**src/rtl/ce_pkg.sv**
```systemverilog
// Clock-enable bundle constants and the phase -> expected-enable decode.
// Shared by the phase monitor and the generator bench.
package ce_pkg;

    localparam int         PERIOD     = 64;
    localparam logic [5:0] SYNC_PHASE = 6'd32;

    localparam int CE12_BIT  = 0;
    localparam int CE6_BIT   = 1;
    localparam int CE6X_BIT  = 2;
    localparam int CE3_BIT   = 3;
    localparam int CE3F2_BIT = 4;
    localparam int VIDEO_BIT = 5;
    localparam int PIPE_BIT  = 6;
    localparam int CE1M5_BIT = 7;

    typedef enum logic [1:0] {
        ST_HUNT,
        ST_VERIFY,
        ST_LOCKED
    } mon_state_t;

    // Enables the generator presents in the cycle after its counter held p.
    function automatic logic [7:0] ce_expected(input logic [5:0] p);
        logic [7:0] v;
        v            = 8'h00;
        v[CE12_BIT]  = p[0];
        v[CE6_BIT]   = p[1] & p[0];
        v[CE6X_BIT]  = p[1] & ~p[0];
        v[CE3_BIT]   = (p[2:0] == 3'b110);
        v[CE3F2_BIT] = (p[2:0] == 3'b111);
        v[VIDEO_BIT] = ~p[2];
        v[PIPE_BIT]  = p[5];
        v[CE1M5_BIT] = (p[3:0] == 4'b0110);
        return v;
    endfunction

endpackage

```
**src/rtl/ce_expect.sv**
```systemverilog
// Combinational decode of the tracked phase into the expected enable vector.
module ce_expect
    import ce_pkg::*;
(
    input  logic [5:0] phase,
    output logic [7:0] exp_vec
);

    assign exp_vec = ce_expected(phase);

endmodule

```
**src/rtl/ce_phase_monitor.sv**
```systemverilog
// Recovers the 6-bit master phase from the clk24 enable bundle and checks every cycle; outputs registered, no backpressure.
// Define CE_PHASE_MONITOR_STICKY_EN to make err_mask accumulate all mismatching bits until the next lock.
module ce_phase_monitor
    import ce_pkg::*;
#(
    parameter int LOCK_PERIODS = 2,
    parameter int LOSS_LIMIT   = 3,
    parameter int ERR_W        = 16
) (
    input  logic             clk24,
    input  logic             reset,
    input  logic             ce12,
    input  logic             ce6,
    input  logic             ce6x,
    input  logic             ce3,
    input  logic             ce3f2,
    input  logic             video_slice,
    input  logic             pipe_ab,
    input  logic             ce1m5,
    output logic             locked,
    output logic [5:0]       phase,
    output logic             mismatch,
    output logic [ERR_W-1:0] err_count,
    output logic [7:0]       err_mask
);

    localparam int CLEAN_W = $clog2(LOCK_PERIODS + 1);
    localparam int LOSS_W  = $clog2(LOSS_LIMIT + 1);

    mon_state_t         state, state_nxt;
    logic               prev_pipe;
    logic [CLEAN_W-1:0] clean_cnt, clean_nxt;
    logic [LOSS_W-1:0]  loss_cnt, loss_nxt;
    logic [5:0]         phase_nxt;
    logic [7:0]         obs_vec, exp_vec, diff_vec, mask_nxt;
    logic               bad, wrap, sync_edge;

    assign obs_vec   = {ce1m5, pipe_ab, video_slice, ce3f2, ce3, ce6x, ce6, ce12};
    assign diff_vec  = obs_vec ^ exp_vec;
    assign bad       = (state != ST_HUNT) && (diff_vec != 8'h00);
    assign wrap      = (phase == 6'(PERIOD - 1));
    assign sync_edge = (state == ST_HUNT) && !prev_pipe && pipe_ab;
    assign locked    = (state == ST_LOCKED);

    ce_expect u_expect (
        .phase   (phase),
        .exp_vec (exp_vec)
    );

    always_comb begin
        state_nxt = state;
        clean_nxt = clean_cnt;
        loss_nxt  = loss_cnt;
        phase_nxt = phase + 6'd1;
        case (state)
            ST_HUNT: begin
                // pipe_ab first rises in the cycle carrying p=32
                if (sync_edge) begin
                    state_nxt = ST_VERIFY;
                    phase_nxt = SYNC_PHASE + 6'd1;
                end
            end
            ST_VERIFY: begin
                if (bad) begin
                    state_nxt = ST_HUNT;
                    clean_nxt = '0;
                end else if (wrap) begin
                    if (clean_cnt == CLEAN_W'(LOCK_PERIODS - 1)) begin
                        state_nxt = ST_LOCKED;
                        clean_nxt = '0;
                        loss_nxt  = '0;
                    end else begin
                        clean_nxt = clean_cnt + 1'b1;
                    end
                end
            end
            ST_LOCKED: begin
                // a loss-limit hit outranks the wrap that would clear the loss count
                if (bad && (loss_cnt == LOSS_W'(LOSS_LIMIT - 1))) begin
                    state_nxt = ST_HUNT;
                    loss_nxt  = '0;
                end else if (wrap) begin
                    loss_nxt = '0;
                end else if (bad) begin
                    loss_nxt = loss_cnt + 1'b1;
                end
            end
            default: state_nxt = ST_HUNT;
        endcase
    end

`ifdef CE_PHASE_MONITOR_STICKY_EN
    assign mask_nxt = (state_nxt == ST_LOCKED && state != ST_LOCKED) ? 8'h00 :
                      bad ? (err_mask | diff_vec) : err_mask;
`else
    assign mask_nxt = bad ? diff_vec : err_mask;
`endif

    always_ff @(posedge clk24 or posedge reset) begin
        if (reset) begin
            state     <= ST_HUNT;
            prev_pipe <= 1'b0;
            clean_cnt <= '0;
            loss_cnt  <= '0;
            phase     <= 6'd0;
            mismatch  <= 1'b0;
            err_count <= '0;
            err_mask  <= 8'h00;
        end else begin
            state     <= state_nxt;
            prev_pipe <= pipe_ab;
            clean_cnt <= clean_nxt;
            loss_cnt  <= loss_nxt;
            phase     <= phase_nxt;
            mismatch  <= bad;
            err_mask  <= mask_nxt;
            if (bad && (err_count != '1)) begin
                err_count <= err_count + 1'b1;
            end
        end
    end

endmodule
```
**config.mk**
```make
export PLATFORM = sky130hd
export DESIGN_NAME = ce_phase_monitor
export DESIGN_NICKNAME = d
export VERILOG_FILES = /design/src/rtl/ce_pkg.sv /design/src/rtl/ce_expect.sv /design/src/rtl/ce_phase_monitor.sv
export SDC_FILE = /design/constraint.sdc
export NUM_CORES = 1
export LEC_CHECK = 0
export ABC_AREA = 0
export BUFFER_PORTS_ARGS = -buffer_cell sky130_fd_sc_hd__buf_2
export CORE_ASPECT_RATIO = 1.4
export CORE_MARGIN = 4
export CORE_UTILIZATION = 49
export DETAILED_ROUTE_END_ITERATION = 12
export PLACE_DENSITY = 0.75
export SYNTH_ARGS = -nofsm -noshare
export SYNTH_HDL_FRONTEND = slang
export SYNTH_SLANG_ARGS = --single-unit
export TNS_END_PERCENT = 100
```
**constraint.sdc**
```tcl
create_clock -name clk24 -period 2.4 [get_ports clk24]
set_clock_uncertainty 0.15 [all_clocks]
set_input_delay 0.24 -clock clk24 [delete_from_list [all_inputs] [get_ports clk24]]
set_output_delay 0.24 -clock clk24 [all_outputs]
set_load 0.03 [all_outputs]
```
==> results by group <==
Synth
  • Main flop type after synthesis: dfrtp_1
  • Sequential-to-total area share from yosys stat: between 40% and 50%
  • Post-Synth Simple-Gate Area: 20.4%
  • Largest family of logic cells by synthesized area: simple AND/OR/NAND/NOR gates
  • Synth unique cells: 44
  • Post-Syn Instances: around 200
  • Synth Area in XOR/XNOR: 12.8%
  • Synthesized flop and latch total: 38
  • Cell Area, Synth: between 2000 and 2500 µm²
  • Net Count, Synth: between 200 and 250
  • Mean Syn Cell Area: around 10 µm²
  • Synth Area in Adders: 5.52%
  • Synth Area in Compound Gates: approximately a tenth
  • Yosys Warn Count: 0
  • EDFF count, synth: 0
  • Post-synthesis mux area share: under 10%
  • Post-synth ARST share: 100%

GRT
  • Total gr overflow: 0
  • Vias in the first global route: ~1800
  • GR Util All Layers: around a fifth
  • Antenna violations before repair: 0
  • First-pass GRT wire length: just under 8000 µm
  • Largest net degree at the start of global routing: 39

Critical path
  • CP Capture Type: flop
  • Crit-path max cell delay: around 0.43 ns
  • Crit path from: phase[0]
  • Req. time, crit path: ~2.4 ns
  • Cell count of the worst reg-to-reg path: 7
  • Worst-path fanout max: 5
  • Buf+Inv Stages, Crit Path: 1
  • Worst r2r dst: state[0]
  • Slowest CP cell: dfrtp_2
  • R2R Setup Slk: roughly 0.15 ns
  • Critical Path, Cell by Cell: inv_1 -> ha_1 -> nand3b_2 -> xor2_2 -> a41oi_4 -> a221oi_2 -> mux2_1
  • Crit-path leading delay family: compound AO/OA/AOI/OAI gates
  • Crit Path Class: reg2reg
  • Crit path DAT: approximately 2.3 ns
  • CP Launch Type: flop
  • Worst path depth: 7
  • Worst r2r src: phase[0]

Power and ir drop
  • Leakage: between 1 and 1.5 nW
  • Peak supply drop: 745 µV
  • Cell internal pwr: between 0.0015 and 0.002 W
  • Share of power burned in registers: between 30% and 40%
  • NetSw: between 0.001 and 0.0015 W
  • PwrDens: between 1000 and 1500 nW/µm²
  • Switching Share: approximately 45%
  • Comb power frac: 51.7%
  • Clock Power Share: ~16%

Timing
  • Setup TNS: 0 ns
  • Period minus WS final: 2.25 ns
  • Final slew viol count: 0
  • Pin slew with the least headroom to its limit: about 0.46 ns
  • FMAX: approximately 440 MHz
  • Final Hold Fails: 0
  • Fin crit share: about 94%
  • Slew headroom: between 60% and 70%
  • Final setup fails: 0
  • RSZ-0062 raised after global routing: false

CTS
  • Root Driver: clkbuf_8
  • CTS Buf Count: 5
  • H-tree Lvls: 2
  • Clock Latency Late Sink: just under 0.3 ns
  • TritonCTS clock tree: yes
  • Longest Clk Path Bufs: 2
  • Clock transition at path regs: about 0.08 ns
  • CTS Sinks: 38

Floorplanning
  • Core footprint: between 3000 and 4000 µm²
  • Die ar.: between 5000 and 6000 µm²
  • Die Height: 84.4 µm
  • Core Rows: 27
  • DIE WIDTH: roughly 63 µm
  • Initial Util: 51.2%
  • Top-Level Pins: 42

Drt
  • TritonRoute pass-1 iters: 4
  • DRT antenna net count: 0
  • Wire per inst: roughly 15 µm
  • Routed vias/inst: about 5.5
  • DRC: 0
  • DRT Wirelength: 4450 µm
  • Initial DRC count: slightly below 60
  • Routed vias: about 1600

Final layout
  • Final Non-Filler Cells: around 300
  • Layout area overhead: 24.1%
  • Layout cell share with drive strength beyond 1: a little under a third
  • Ant diodes: 0
  • Final net count: ~270
  • FILL cells: ~340
  • Post-layout util: between 60% and 70%

Hold path
  • Worst hold endpoint: err_mask[5]
  • WHS Path Cells: 3
  • Hold Startpoint: video_slice
  • Hold Path Class: in2reg

Placement
  • Dpl cells: 288
  • Detailed Place HPWL: about 3300 µm
  • Port bufs: 41
  • RePlAce Congestion: between 0.7 and 0.8

Job
  • MaxCap Viol Count: 0

Run status
  • Outcome: completed
## worst max path at each step
stage | to | slack [ns]
after CTS | state[0] | 0.06
after detailed placement | state[0] | 0.07
after global routing | state[0] | 0.002
final | state[0] | 0.15
after floorplan | state[0] | 0.002
after global placement | state[0] | 0.13
## area by class of cell
cell class | count | area (µm²) | area share, %
Sequential cell | 38 | 953 | 37.6
Multi-Input combinational cell | 143 | 1050 | 41.6
Inverter | 9 | 33.8 | 1.33
Timing Repair Buffer | 57 | 330 | 13.0
Clock inverter | 3 | 40.0 | 1.58
Tap cell | 43 | 53.8 | 2.12
Clock buffer | 5 | 68.8 | 2.72
## registers in the layout (all words and copies together), names as in the netlist
name and count:
mismatch 1, prev_pipe 1, loss_cnt 2, err_count 16
state 2, err_mask 8, clean_cnt 2, phase 6
## metal layers
metal | routed length, µm | up-vias | global-route usage [%]
met1 | 1750 | 778 | 21.8
li1 | - | 801 | -
met4 | 99 | 0 | 7.83
met3 | 247 | 9 | 4.82
met2 | 2350 | 51 | 32.6
met5 | 0 | - | 0
## worst register-to-register path, stage by stage, from the launching register on
cell      delay [ns]
dfrtp_2         0.43
inv_1           0.07
ha_1            0.22
nand3b_2        0.16
xor2_2          0.24
a41oi_4         0.19
a221oi_2        0.34
mux2_1          0.34
## timing repair
item	in CTS	in global routing
endpoints found under the setup margin	0	1
hold endpoints to repair	39	0
buffers inserted	0	0
hold buffers	2	0
gates resized for setup	0	5
## cell usage in the layout, fill, tap and decap left out, types with 2 or more instances in the layout
cell and count:
clkbuf_8 5, clkinv_2 2, a21oi_1 7, o21ai_0 8, xor2_2 2, a32oi_1 2, buf_2 41, nand3_1 11
a21o_1 3, ha_1 7, mux2_1 2, nand4_1 9, dfrtp_1 36, nor2_1 15, buf_4 14, inv_1 9
a31oi_1 2, xor2_1 5, dfrtp_2 2, dlygate4sd3_1 2, nand2_1 13, and3_1 5, nand2b_1 4, nor3_1 3
xnor2_1 20
## power by group through the flow
stage                     combinational (W)  clock (W)  sequential [W]
after detailed placement            0.00166          0         0.00106
after CTS                           0.00168   0.000552         0.00105
after floorplan                    0.000840          0         0.00140
after global routing                0.00188   0.000583         0.00108
final                               0.00170   0.000539         0.00104
after global placement              0.00164          0         0.00105
## Yosys cell counts (all sizes together), types with 2 or more instances
master | number | area (µm²)
and2 | 2 | 15.0
xor2 | 7 | 76.3
clkbuf | 2 | 7.51
inv | 9 | 33.8
xnor2 | 21 | 184
a31oi | 2 | 12.5
nand4 | 9 | 56.3
ha | 9 | 113
and3 | 6 | 37.5
nor2 | 15 | 56.3
dfrtp | 38 | 951
buf | 4 | 35.0
nor4 | 2 | 18.8
mux2 | 2 | 22.5
o21ai | 8 | 40.0
a21o | 3 | 22.5
a32oi | 2 | 17.5
nand2 | 13 | 48.8
nand2b | 4 | 25.0
nor3 | 3 | 15.0
a21oi | 7 | 35.0
nand3 | 11 | 55.1
## cells by family (layout without fill, tap and decap cells)
family	Yosys count	in the layout
mux	2	2
simple gates	75	75
xor+xnor	28	28
buf+inv	15	74
compound gates	29	29
flops	38	38
fa+ha+maj	9	9
## through the flow
stage / hold slack, ns / setup WS (ns) / total power (W) / area (µm²)
2_1_floorplan: 0.121 / 0.00190 / 0.00224 / 2060
3_3_place_gp: 0.225 / 0.131 / 0.00269 / 2380
3_5_place_dp: 0.237 / 0.0731 / 0.00272 / 2380
4_1_cts: 0.116 / 0.0588 / 0.00328 / 2510
5_1_grt: 0.139 / 0.00182 / 0.00354 / 2530
6_report: 0.125 / 0.150 / 0.00328 / 2530
Note: power is estimated with default switching activity, not from simulation.
